--- config.mk ---
export PLATFORM = sky130hd
export DESIGN_NAME = bytes8_word32_flat
export DESIGN_NICKNAME = d
export VERILOG_FILES = /design/src/rtl/bytes8_word32_if.sv /design/src/rtl/bytes8_word32.sv /design/src/flat_wrapper.sv
export SDC_FILE = /design/constraint.sdc
export NUM_CORES = 1
export LEC_CHECK = 0
export ABC_AREA = 1
export BUFFER_PORTS_ARGS = -buffer_cell sky130_fd_sc_hd__buf_2
export CAP_MARGIN = 20
export CORE_MARGIN = 2
export CORE_UTILIZATION = 55
export CTS_CLUSTER_SIZE = 24
export DETAILED_ROUTE_END_ITERATION = 8
export PLACE_DENSITY = 0.78
export SYNTH_ARGS = -nofsm -noshare
export SYNTH_HDL_FRONTEND = slang
export SYNTH_SLANG_ARGS = --single-unit
--- constraint.sdc ---
create_clock -name clk_4f -period 1.45 [get_ports clk_4f]
set_clock_uncertainty 0.1 [all_clocks]
set_input_delay 0.29 -clock clk_4f [delete_from_list [all_inputs] [get_ports clk_4f]]
set_output_delay 0.29 -clock clk_4f [all_outputs]
set_load 0.005 [all_outputs]
--- src/rtl/bytes8_word32_if.sv ---
// Byte-lane receive bus: incoming byte stream and reassembled 32-bit word output.
interface bytes8_word32_if;
  logic        valid_in;
  logic [7:0]  Data_in;
  logic        valid_out;
  logic [31:0] Data_out;

  modport master (
    output valid_in,
    output Data_in,
    input  valid_out,
    input  Data_out
  );

  modport slave (
    input  valid_in,
    input  Data_in,
    output valid_out,
    output Data_out
  );
endinterface

--- src/rtl/bytes8_word32.sv ---
// Reassembles a clk_4f byte stream into 32-bit words with a one-cycle valid strobe.
// Word alignment comes only from reset release and the count of valid bytes.
module bytes8_word32 #(
  parameter bit MSB_FIRST = 1'b1
) (
  input  logic            clk_4f,
  input  logic            reset,
  bytes8_word32_if.slave  bus
);

  logic [1:0]  byte_cnt;
  logic [1:0]  lane;
  logic [31:0] asm_q;
  logic [31:0] asm_next;
  logic [31:0] word_q;
  logic        valid_q;
  logic        word_done;

  // Byte index 0 lands in the top lane when MSB_FIRST, otherwise in the bottom lane.
  always_comb begin
    lane = MSB_FIRST ? ~byte_cnt : byte_cnt;
  end

  // The completing byte is merged combinationally so the word is ready on the same edge.
  always_comb begin
    asm_next = asm_q;
    for (int unsigned i = 0; i < 4; i++) begin
      if (lane == i[1:0]) begin
        asm_next[i*8 +: 8] = bus.Data_in;
      end
    end
  end

  always_comb begin
    word_done = bus.valid_in && (byte_cnt == 2'd3);
  end

  always_ff @(posedge clk_4f or negedge reset) begin
    if (!reset) begin
      byte_cnt <= '0;
      asm_q    <= '0;
      word_q   <= '0;
      valid_q  <= 1'b0;
    end else begin
      valid_q <= word_done;
      if (bus.valid_in) begin
        byte_cnt <= byte_cnt + 2'd1;
        asm_q    <= asm_next;
      end
      if (word_done) begin
        word_q <= asm_next;
      end
    end
  end

  assign bus.valid_out = valid_q;
  assign bus.Data_out  = word_q;

endmodule

--- src/flat_wrapper.sv ---
// flat-port wrapper written by rule: the top's interface ports become plain ports
module bytes8_word32_flat 
#(
  parameter bit MSB_FIRST = 1'b1
)
  (clk_4f, reset, bus_valid_in, bus_Data_in, bus_valid_out, bus_Data_out);
  bytes8_word32_if bus_i ();
  input  logic clk_4f;
  input  logic reset;
  input wire logic [$bits(bus_i.valid_in)-1:0] bus_valid_in;
  input wire logic [$bits(bus_i.Data_in)-1:0] bus_Data_in;
  output wire logic [$bits(bus_i.valid_out)-1:0] bus_valid_out;
  output wire logic [$bits(bus_i.Data_out)-1:0] bus_Data_out;
  assign bus_i.valid_in = bus_valid_in;
  assign bus_i.Data_in = bus_Data_in;
  assign bus_valid_out = bus_i.valid_out;
  assign bus_Data_out = bus_i.Data_out;
  bytes8_word32 #(.MSB_FIRST(MSB_FIRST)) u_core (.clk_4f(clk_4f), .reset(reset), .bus(bus_i));
endmodule
==> out/qor.txt, run 1 <==
Multi-input gate area -> 980 um2
Finished Layout Cells -> 436
Slew Viols, Final -> 0
Layout area overhead -> 19.1%
Fill cells -> 360
CP cell instances -> inv_1 -> ha_1 -> inv_1 -> nand2_1 -> nand2_1 -> nand2_1 -> nand2_1
Final setup violation count -> 0
Rel. slew slack -> 0.774
I/O Buffers -> 43
Final WS setup -> 0.0942 ns
power consumption -> 6.53 mW
worst vdd ir -> 1.26 mV
Final ANT Viol Nets -> 0
Synth cell types -> 11
Mapped Cells -> 329
CP Capture Type -> flop
CP Class -> flop to flop
Reg clk slew, reported paths -> 0.06 ns
via count -> 2160
TritonCTS clock tree -> done
total wire length -> 5640 um
initial antenna violation count -> 0
CP required -> 1.63 ns
Hold Path Class -> primary input to flop
Core ar. -> 0.00444 mm2
Die H -> 72.7 um
# diodes -> 0
Post-Syn Area -> 0.00259 mm2
Mean Syn Cell Area -> 7.88 um2
CTS root buf -> clkbuf_8
Tcrit/Tclk final -> 0.935
drt drc -> 0
detailed placement HPWL -> 3720 um
cell count after placement -> 419
WL per Instance -> 12.9 um
post-layout min period -> 1.36 ns
die width -> 72.7 um
Clock Path Buffers -> 2
cell area power density -> 2120 mW/mm2
sequential cell area -> 0.00148 mm2
Vias/cell -> 4.95
sequential area share after synthesis -> 0.569
fin util -> 0.695
CP delay by family, top -> flip-flops
first-pass GRT wire length -> 9560 um
crit start category -> flop
Top Ports -> 44
RSZ-0062 raised after global routing -> false
Clock Sink Count -> 59
1st-iter DRT viols -> 171
row count -> 24
Pleak -> 1.86 nW
drt pass-1 iters -> 4
fin area -> 0.00309 mm2
Final Hold Viols -> 0
GPL Wtd Cong -> 0.825
Fin Setup TNS -> 0 ns
share of layout cells above drive strength 1 -> 0.193
initial core utilization -> 0.584
nets -> 395
Num CTS Buffers -> 9
CP max-delay cell -> dfrtp_1
worst-path fanout max -> 8
yosys warns -> 0
Area after DPL -> 0.00287 mm2
total die area -> 0.00528 mm2
most common cell after layout, fill and taps aside -> nand2_1
dpl ws -> -0.0121 ns
Net Count, Synth -> 344
maximum number of pins on one net before global-route repair -> 60
Critical path buffers and inverters -> 2
status -> finished, final reports clean
max incr delay on CP -> 0.38 ns
r2r setup slk -> 0.09 ns
vias in the first global route -> 2159
Peak Freq -> 738 MHz
CP Data Arrival Time -> 1.53 ns
Max Cap Viol -> 0
cell mode on critical path -> nand2_1
commonest cells after routing, fill and taps aside -> 241 x nand2_1, 59 x dfrtp_1, 43 x buf_2, 11 x clkbuf_8, 8 x buf_4
CTS HTree Levels -> 3
hold slack final -> 0.124 ns
FF+latch count, synth -> 59
clock latency on the worst-skew pair -> 0.34 ns
total congestion overflow -> 0
total track usage -> 0.241
worst-margin pin slew -> 0.338 ns
## final cells by class
class	instances	share of cell area
clock buffer	13	0.0514
sequential	59	0.478
multi-input combinational	248	0.317
inverter	7	0.00932
tap	52	0.0211
clock inverter	2	0.0113
timing repair buffer	55	0.112
## timing repair
action / 4_1_cts / 5_1_grt
resized for setup: 2 / 3
setup buffers: 0 / 1
hold endpoints to repair: 59 / 0
hold buffers: 1 / 0
endpoints found under the setup margin: 11 / 29
pin swaps: 0 / 0
## power by group
group	internal [mW]	total, mW	switching (mW)
clock	0.876	1.49	0.611
combinational	0.935	2.32	1.39
sequential	2.36	2.73	0.370
total	4.17	6.53	2.37
## registers in the layout (all words and copies together), names as in the netlist
register / flops
u_core.asm_q: 24
u_core.bus.Data_out: 32
u_core.bus.valid_out: 1
u_core.byte_cnt: 2
## worst register-to-register path, stage by stage, from the launching register on
cell and delay (ns):
dfrtp_1 0.38, inv_1 0.09, ha_1 0.20, inv_1 0.20, nand2_1 0.09, nand2_1 0.10, nand2_1 0.06, nand2_1 0.07
## cells by family after synthesis
family / after synthesis / share of synthesized area
AO/OA/AOI/OAI: 1 / 0.00193
XOR/XNOR: 1 / 0.00338
adder cells (fa/ha/maj): 4 / 0.0193
buffers and inverters: 22 / 0.0550
flip-flops: 59 / 0.569
AND/OR/NAND/NOR: 242 / 0.351
## synthesized netlist by cell type
master	n	area [um2]
xor2_1	1	8.76
nand2_2	1	6.26
buf_2	6	30.0
inv_1	5	18.8
ha_1	4	50.1
nand2_1	241	905
buf_4	4	30.0
buf_6	5	56.3
dfrtp_1	59	1480
o21ai_0	1	5.00
inv_2	2	7.51
## layer usage
| layer | vias up | share of wire | track usage |
|---|---|---|---|
| li1 | 1079 | - | - |
| met1 | 1004 | 0.44 | 0.301 |
| met2 | 64 | 0.48 | 0.398 |
| met3 | 13 | 0.049 | 0.0470 |
| met4 | 0 | 0.026 | 0.130 |
| met5 | - | 0 | 0 |
## path summary, 6_finish.rpt
path | startpoint | endpoint | depth (start not counted)
min reg2reg | u_core.bus.Data_out[22] | u_core.bus.Data_out[22] | 2
max reg2reg | u_core.byte_cnt[1] | u_core.bus.Data_out[20] | 7
max | u_core.byte_cnt[1] | u_core.bus.Data_out[20] | 7
min in group asynchronous | reset | u_core.bus.Data_out[12] | 3
min | bus_Data_in[3] | u_core.bus.Data_out[3] | 3
max in group asynchronous | reset | u_core.bus.Data_out[22] | 3
No activity file was read; power rests on OpenSTA's default activity.
==> run 2: changes to the inputs <==
--- a/config.mk
+++ b/config.mk
@@ -5,14 +5,14 @@
 export SDC_FILE = /design/constraint.sdc
 export NUM_CORES = 1
 export LEC_CHECK = 0
-export ABC_AREA = 1
+export ABC_AREA = 0
 export BUFFER_PORTS_ARGS = -buffer_cell sky130_fd_sc_hd__buf_2
 export CAP_MARGIN = 20
 export CORE_MARGIN = 2
-export CORE_UTILIZATION = 55
+export CORE_UTILIZATION = 54
 export CTS_CLUSTER_SIZE = 24
 export DETAILED_ROUTE_END_ITERATION = 8
-export PLACE_DENSITY = 0.78
+export PLACE_DENSITY = 0.77
 export SYNTH_ARGS = -nofsm -noshare
 export SYNTH_HDL_FRONTEND = slang
 export SYNTH_SLANG_ARGS = --single-unit
==> out/qor.txt, run 2 <==
power consumption -> 6.92 mW
Area after DPL -> 0.00285 mm2
M1 GR Usage -> 0.304
sequential area share after synthesis -> 0.585
cell count after placement -> 292
ys async rst share -> 1.00
CP Capture Type -> flop
routing usage on met2 -> 0.288
Post-Syn Area -> 0.00252 mm2
CTS HTree Levels -> 3
TritonCTS clock tree -> done
drt drc -> 0
Mapped Cells -> 198
CP Data Arrival Time -> 1.55 ns
Top Ports -> 44
most frequent cell after synthesis -> dfrtp_1
WL per Instance -> 16.3 um
vias in the first global route -> 1642
total congestion overflow -> 0
CP Class -> flop to flop
Mean Syn Cell Area -> 12.8 um2
initial core utilization -> 0.568
nets -> 268
commonest cells after routing, fill and taps aside -> 59 x dfrtp_1, 48 x a21oi_1, 43 x buf_2, 24 x mux2i_1, 23 x mux2_2
Layout area overhead -> 21.3%
I/O Buffers -> 43
Die H -> 72.4 um
total track usage -> 0.206
Core ar. -> 0.00444 mm2
most used flip-flop cell after synthesis -> dfrtp_1
Hold Path Class -> primary input to flop
maximum number of pins on one net before global-route repair -> 60
RSZ-0062 raised after global routing -> true
Fill cells -> 358
initial antenna violation count -> 0
detailed placement HPWL -> 3300 um
status -> finished, violations left
post-layout min period -> 1.46 ns
Final Hold Viols -> 0
Clock Sink Count -> 59
drt pass-1 iters -> 4
Rel. slew slack -> 0.795
Finished Layout Cells -> 310
total die area -> 0.00524 mm2
Clock Path Buffers -> 2
fin area -> 0.00306 mm2
Vias/cell -> 5.63
Synth top cells by count -> 59 x dfrtp_1, 48 x a21oi_1, 24 x mux2i_1, 23 x mux2_2
CP required -> 1.55 ns
total wire length -> 5050 um
Pleak -> 1.49 nW
EDFF count, synth -> 0
cell accounting for the most synthesized area -> dfrtp_1
Reg clk slew, reported paths -> 0.06 ns
Num CTS Buffers -> 9
Synth cell types -> 18
yosys warns -> 0
Final WS setup -> -0.00669 ns
max FFs per register -> 32
worst-path fanout max -> 5
ranking of synthesized cells by area -> dfrtp_1 58%, mux2_2 10%, a21oi_1 9.5%, mux2i_1 9.5%, a21o_1 2.4%
Final setup violation count -> 2
grt met3 use -> 0.0625
failing checks -> negative setup slack
FF+latch count, synth -> 59
worst-margin pin slew -> 0.308 ns
Peak Freq -> 686 MHz
die width -> 72.4 um
Multi-input gate area -> 986 um2
GPL Wtd Cong -> 0.744
Synth top area share -> 0.585
Max Cap Viol -> 0
clock latency on the worst-skew pair -> 0.33 ns
first-pass GRT wire length -> 8020 um
hold slack final -> 0.195 ns
cell area power density -> 2260 mW/mm2
Net Count, Synth -> 213
CTS root buf -> clkbuf_8
crit start category -> flop
1st-iter DRT viols -> 136
dpl ws -> -0.0313 ns
sequential cell area -> 0.00148 mm2
# diodes -> 0
Final ANT Viol Nets -> 0
row count -> 24
worst vdd ir -> 1.35 mV
via count -> 1745
peak-usage layer in the global routing report -> met1
Slew Viols, Final -> 0
most common cell after layout, fill and taps aside -> dfrtp_1
share of layout cells above drive strength 1 -> 0.395
Tcrit/Tclk final -> 1.00
-- run 2: what timing repair did --
| action | in CTS | in global routing |
|---|---|---|
| gates resized for setup | 1 | 7 |
| setup endpoints to repair | 33 | 54 |
| setup buffers | 0 | 1 |
| hold buffers | 1 | 0 |
| endpoints found under the hold margin | 59 | 0 |
| gates cloned | 0 | 0 |
-- run 2: where the power goes --
| part | leakage (nW) | switching [mW] | internal [mW] |
|---|---|---|---|
| sequential | 0.688 | 0.428 | 2.47 |
| clock | 0.0905 | 0.587 | 0.709 |
| combinational | 0.712 | 1.28 | 1.45 |
| total | 1.49 | 2.29 | 4.63 |
-- run 2: critical path, stage by stage, from the launching register on --
cell	delay (ns)
dfrtp_1	0.43
inv_2	0.12
ha_2	0.23
buf_4	0.16
mux2i_1	0.20
a21oi_1	0.09
-- run 2: cells by family after synthesis --
kind of cell / share of synthesized area
adders and majority gates: 0.0198
muxes: 0.202
xor gates and xnor gates: 0.00347
buffers and inverters: 0.0317
and+or+nand+nor: 0.0372
AOI/OAI and AO/OA: 0.121
DFF: 0.585
-- run 2: worst paths after layout --
kind	startpoint	to	slack [ns]	cells past startpoint
hold reg to reg	u_core.bus.Data_out[4]	u_core.bus.Data_out[4]	0.37	1
setup reg to reg	u_core.byte_cnt[0]	u_core.bus.Data_out[11]	-0.007	5
setup / recovery	u_core.byte_cnt[0]	u_core.bus.Data_out[11]	-0.007	5
min in group asynchronous	reset	u_core.asm_q[12]	0.39	3
max in group asynchronous	reset	u_core.bus.Data_out[7]	0.61	3
hold / removal	bus_Data_in[7]	u_core.asm_q[31]	0.19	2
-- run 2: area by class of cell --
cell class                 count  share of cell area
sequential                    59               0.482
inverter                       3             0.00450
tap                           52              0.0213
clock buffer                  14              0.0531
timing repair buffer          57               0.114
multi-input combinational    123               0.322
clock inverter                 2             0.00327
-- run 2: metrics by stage --
step,utilization,TNS (ns)
finish,0.689,-0.0101
global route,0.689,-0.634
detailed placement,0.642,-0.307
floorplan,-,0
CTS,0.683,-0.457
global placement,0.642,0
-- run 2: layer usage --
layer  vias to the layer above  wire [um]
met3                        10        245
met5                         -          0
met2                        49       2200
met1                       864       2510
li1                        822          -
met4                         0         95
